[src/rtl/tdm_demux_1_to_2.sv]
// tdm_demux_1_to_2
//   Splits a serial, MSB-first, time-multiplexed bit stream into two
//   DATA_W-bit channel words. A frame is DATA_W bits of channel 0 followed
//   immediately by DATA_W bits of channel 1. i_sync marks the first bit of
//   every frame.
//
// Ports
//   i_clk       rising-edge clock
//   i_rst_n     asynchronous active-low reset
//   i_en        block disable (1 = held idle, 0 = running)
//   i_sync      frame marker, high on channel-0 MSB
//   i_data      serial data, one bit per clock
//   o_data_0    last complete channel-0 word
//   o_data_1    last complete channel-1 word
//   o_valid_0   one-cycle pulse when o_data_0 updates
//   o_valid_1   one-cycle pulse when o_data_1 updates
//   o_sync_err  one-cycle pulse on a framing error
//   o_busy      high while the deframer is not idle
module tdm_demux_1_to_2 #(
  parameter int DATA_W = 8
) (
  input  logic              i_clk,
  input  logic              i_rst_n,
  input  logic              i_en,
  input  logic              i_sync,
  input  logic              i_data,
  output logic [DATA_W-1:0] o_data_0,
  output logic [DATA_W-1:0] o_data_1,
  output logic              o_valid_0,
  output logic              o_valid_1,
  output logic              o_sync_err,
  output logic              o_busy
);

  localparam int CW = (DATA_W > 2) ? $clog2(DATA_W) : 1;
  localparam logic [CW-1:0] CNT_LAST = CW'(DATA_W - 1);
  localparam logic [CW-1:0] CNT_ONE  = CW'(1);

  typedef enum logic [1:0] {
    IDLE,
    SLOT0,
    SLOT1
  } state_t;

  state_t            state;
  logic [CW-1:0]     cnt;
  logic [DATA_W-1:0] shift;
  logic [DATA_W-1:0] shift_in;
  logic              frame_start;

  assign shift_in    = {shift[DATA_W-2:0], i_data};
  // Bit 0 of SLOT0 is only reached after a completed frame and must carry sync.
  assign frame_start = (state == SLOT0) && (cnt == '0);
  assign o_busy      = (state != IDLE);

  always_ff @(posedge i_clk or negedge i_rst_n) begin
    if (!i_rst_n) begin
      state      <= IDLE;
      cnt        <= '0;
      shift      <= '0;
      o_data_0   <= '0;
      o_data_1   <= '0;
      o_valid_0  <= 1'b0;
      o_valid_1  <= 1'b0;
      o_sync_err <= 1'b0;
    end else begin
      o_valid_0  <= 1'b0;
      o_valid_1  <= 1'b0;
      o_sync_err <= 1'b0;
      if (i_en) begin
        state <= IDLE;
        cnt   <= '0;
      end else begin
        case (state)
          IDLE: begin
            if (i_sync) begin
              shift <= shift_in;
              cnt   <= CNT_ONE;
              state <= SLOT0;
            end
          end
          default: begin
            if (frame_start) begin
              if (i_sync) begin
                shift <= shift_in;
                cnt   <= CNT_ONE;
              end else begin
                o_sync_err <= 1'b1;
                state      <= IDLE;
                cnt        <= '0;
              end
            end else if (i_sync) begin
              // Misplaced sync beats word completion: restart on this bit.
              o_sync_err <= 1'b1;
              shift      <= shift_in;
              cnt        <= CNT_ONE;
              state      <= SLOT0;
            end else begin
              shift <= shift_in;
              if (cnt == CNT_LAST) begin
                cnt <= '0;
                if (state == SLOT0) begin
                  o_data_0  <= shift_in;
                  o_valid_0 <= 1'b1;
                  state     <= SLOT1;
                end else begin
                  o_data_1  <= shift_in;
                  o_valid_1 <= 1'b1;
                  state     <= SLOT0;
                end
              end else begin
                cnt <= cnt + CNT_ONE;
              end
            end
          end
        endcase
      end
    end
  end

endmodule
[config.mk]
export PLATFORM = sky130hd
export DESIGN_NAME = tdm_demux_1_to_2
export DESIGN_NICKNAME = d
export VERILOG_FILES = /design/src/rtl/tdm_demux_1_to_2.sv
export SDC_FILE = /design/constraint.sdc
export NUM_CORES = 1
export LEC_CHECK = 0
export CAP_MARGIN = 20
export CORE_MARGIN = 2
export CORE_UTILIZATION = 50
export DETAILED_ROUTE_END_ITERATION = 10
export MAX_ROUTING_LAYER = met4
export PLACE_DENSITY = 0.76
export SKIP_CTS_REPAIR_TIMING = 1
export SLEW_MARGIN = 10
export SYNTH_ARGS = -nofsm -noshare
export SYNTH_HDL_FRONTEND = slang
export SYNTH_SLANG_ARGS = --single-unit
[constraint.sdc]
create_clock -name i_clk -period 1.9 [get_ports i_clk]
set_clock_uncertainty 0.15 [all_clocks]
set_input_delay 0.19 -clock i_clk [delete_from_list [all_inputs] [get_ports i_clk]]
set_output_delay 0.19 -clock i_clk [all_outputs]
set_load 0.05 [all_outputs]
==> qor.yml <==
power:
  p_leak_nw: 0.8334
  ir_worst_vdd_mv: 0.5732
  p_per_area_mw_per_mm2: 800.8
floorplan:
  die-area_mm2: 0.003148
  ios: 25
  start_util_pct: 53.82
  coreArea_mm2: 0.002522
  rows: 18
  die_h_um: 56.11
  die_x_um: 56.11
yosys:
  synth_nets: 102
  synth_cell_types: 25
  muxShareOfSynthArea_pct: 22.03
  synth_area_mm2: 0.001358
  ys_seq_area_share_pct: 57.14
  synthCells: 94
  synth_seq_cells: 31
  synthAdderAreaFrac_pct: 2.765
  synth_top_family_by_area: "multiplexers"
  syn_area_per_cell_um2: 14.44
  synthXorXnorAreaFrac_pct: 0
  synthSimpleGateAreaFrac_pct: 9.585
  yosysWarnings: 0
  synth_compound_area_share_pct: 5.714
cells_and_area:
  fin_area_mm2: 0.001738
  nets: 136
  final_common_cell: "dfrtp_1"
  layout_common_cells: "31 x dfrtp_1, 22 x clkdlybuf4s50_1, 15 x mux2_2"
  n_antenna_cell: 0
  layout-drive-gt1-share_pct: 34.11
  flow.area_growth_from_synthesis_pct: 28.02
sta:
  fin_tns_setup_ns: 0
  worst_pin_slew_ns: 0.5103
  finalSetupViolCount: 0
  rsz0062_at_grt: "no"
  finalCritPeriodShare_pct: 96.96
  finalCriticalPeriod_ns: 1.842
  max_freq_mhz: 542.8
  max-slew-margin-rel_pct: 65.87
  maxSlewViolCount: 0
  hold_violations: 0
placement:
  hpwlAfterDp_mm: 1.709
  portBuffers: 24
  placed_cell_area_mm2: 0.001664
  place_congestion: 0.7233
route:
  post_drt_wl_per_cell_um: 15.13
  drcViolationCount: 0
  via_count: 872
  firstDrtPassIters: 4
  ant_nets: 0
  drtIter0Drc: 21
  drt_wl_total_mm: 2.405
  viasPerCell: 5.484
global_routing:
  grt_pass1_vias: 897
  overflow: 0
  grt_pass1_wl_mm: 4.174
  grt_max_degree: 32
  grt_usage_pct: 18.02
  antenna_found_initial: 0
worst_setup_path:
  cp_num_buf_inv: 1
  crit_type: "flip-flop to output pin"
  worstPathCellList: "clkdlybuf4s50_1"
  max_stage_delay_ns: 0.81
  slowest_stage: "clkdlybuf4s50_1"
  crit_start: "o_data_1[0]"
  critPathArrivalTime_ns: 1.50
  crit_fanout: 2
  reg2reg_slack_ns: 0.11
  path_delay_family: "buffers and inverters"
  reg2reg_to: "shift[3]"
  required_ns: 1.56
  cp-start-kind: "flip-flop"
  r2r-start: "cnt[0]"
  crit_end: "o_data_1[0]"
  endpoint_kind: "output pin"
  cp_num_cells: 1
  r2r_cells: 6
cts:
  cts.sinks: 31
  cts_max_path_buffers: 2
  cts-root-buf: "clkbuf_4"
  cts.reportedPaths.clkPinSlew_ns: 0.09
  insertion_delay_ns: 0.33
  cts_buffers: 5
  htreeDepth: 2
  cts_tree: "built"
run:
  cap_violations: 0
outcome:
  outcome: "completed"
worst_hold_path:
  hold_path.class: "input port to async pin"
## metrics by stage
stage	std cells	setup slack [ns]	utilization [%]	hold WS [ns]	power, mW
after floorplan	94	0.1792	-	-0.2556	0.8936
after global placement	151	0.08048	65.97	0.3387	0.9648
after detailed placement	151	0.04979	65.97	0.3422	0.9759
after CTS	159	0.02387	68.70	0.09834	1.408
after global routing	159	0.003362	68.90	0.1043	1.464
final	159	0.05770	68.90	0.08390	1.392
## cells by family after synthesis
kind of cell,after synthesis
buffers and inverters,7
AND/OR/NAND/NOR,18
flip-flops,31
AO/OA/AOI/OAI,11
adder cells (fa/ha/maj),3
multiplexers,24
## cell type report
type                    count  area, µm²
clock buffers               8      68.82
fillers                   205      784.5
inverters                   5      18.77
multi-input cells          56      546.8
flip-flops and latches     31      775.7
well taps                  30      37.54
repair buffers             29      290.3
## metal layers
layer  share of wire, %  up-vias  GRT usage (%)
li1                   -      401              -
met1                 45      436          23.14
met2                 48       28          26.05
met3                4.8        7          5.116
met4                2.2        0          9.184
met5                  0        -              -
## worst min path at each step
| stage | startpoint | cells past startpoint | endpoint | slack [ns] |
|---|---|---|---|---|
| 6_report | i_rst_n | 2 | state[0] | 0.08 |
| 3_3_place_gp | o_data_0[7] | 1 | o_data_0[7] | 0.34 |
| 3_5_place_dp | o_data_0[5] | 1 | o_data_0[5] | 0.34 |
| 5_1_grt | i_rst_n | 2 | state[0] | 0.10 |
| 4_1_cts | i_rst_n | 2 | state[0] | 0.1 |
| 2_1_floorplan | i_rst_n | 0 | cnt[0] | -0.26 |
## synthesized netlist by cell type
library cell	n	share of area, %
dfrtp_1	31	57
mux2_2	15	12
mux2_4	8	8.8
inv_1	5	1.4
a21oi_1	4	1.5
nand3_1	4	1.5
ha_1	3	2.8
nand2b_1	3	1.4
a22oi_1	2	1.1
nor2_1	2	0.55
nor2_2	2	0.92
nor2b_1	2	0.92
a31oi_1	1	0.46
and3_4	1	0.83
buf_4	1	0.55
buf_6	1	0.83
mux2i_1	1	0.74
nand4_4	1	1.6
nor2b_4	1	1.0
o21ai_0	1	0.37
o22ai_2	1	0.92
o311a_1	1	0.74
o41ai_1	1	0.65
or2_2	1	0.46
or3_1	1	0.46
## power by group
| group | total (mW) | switching (mW) | internal (mW) | leakage (nW) |
|---|---|---|---|---|
| Sequential | 0.792 | 0.0659 | 0.726 | 0.416 |
| Combinational | 0.168 | 0.0728 | 0.0952 | 0.379 |
| Clock | 0.432 | 0.214 | 0.218 | 0.0386 |
| Total | 1.39 | 0.353 | 1.04 | 0.833 |
## flip-flops by register name (all words and copies together) (netlist names)
| name | flops |
|---|---|
| o_data_0 | 8 |
| o_data_1 | 8 |
| shift | 7 |
| cnt | 3 |
| state | 2 |
| o_sync_err | 1 |
| o_valid_0 | 1 |
| o_valid_1 | 1 |
(Power assumes the default switching activity.)
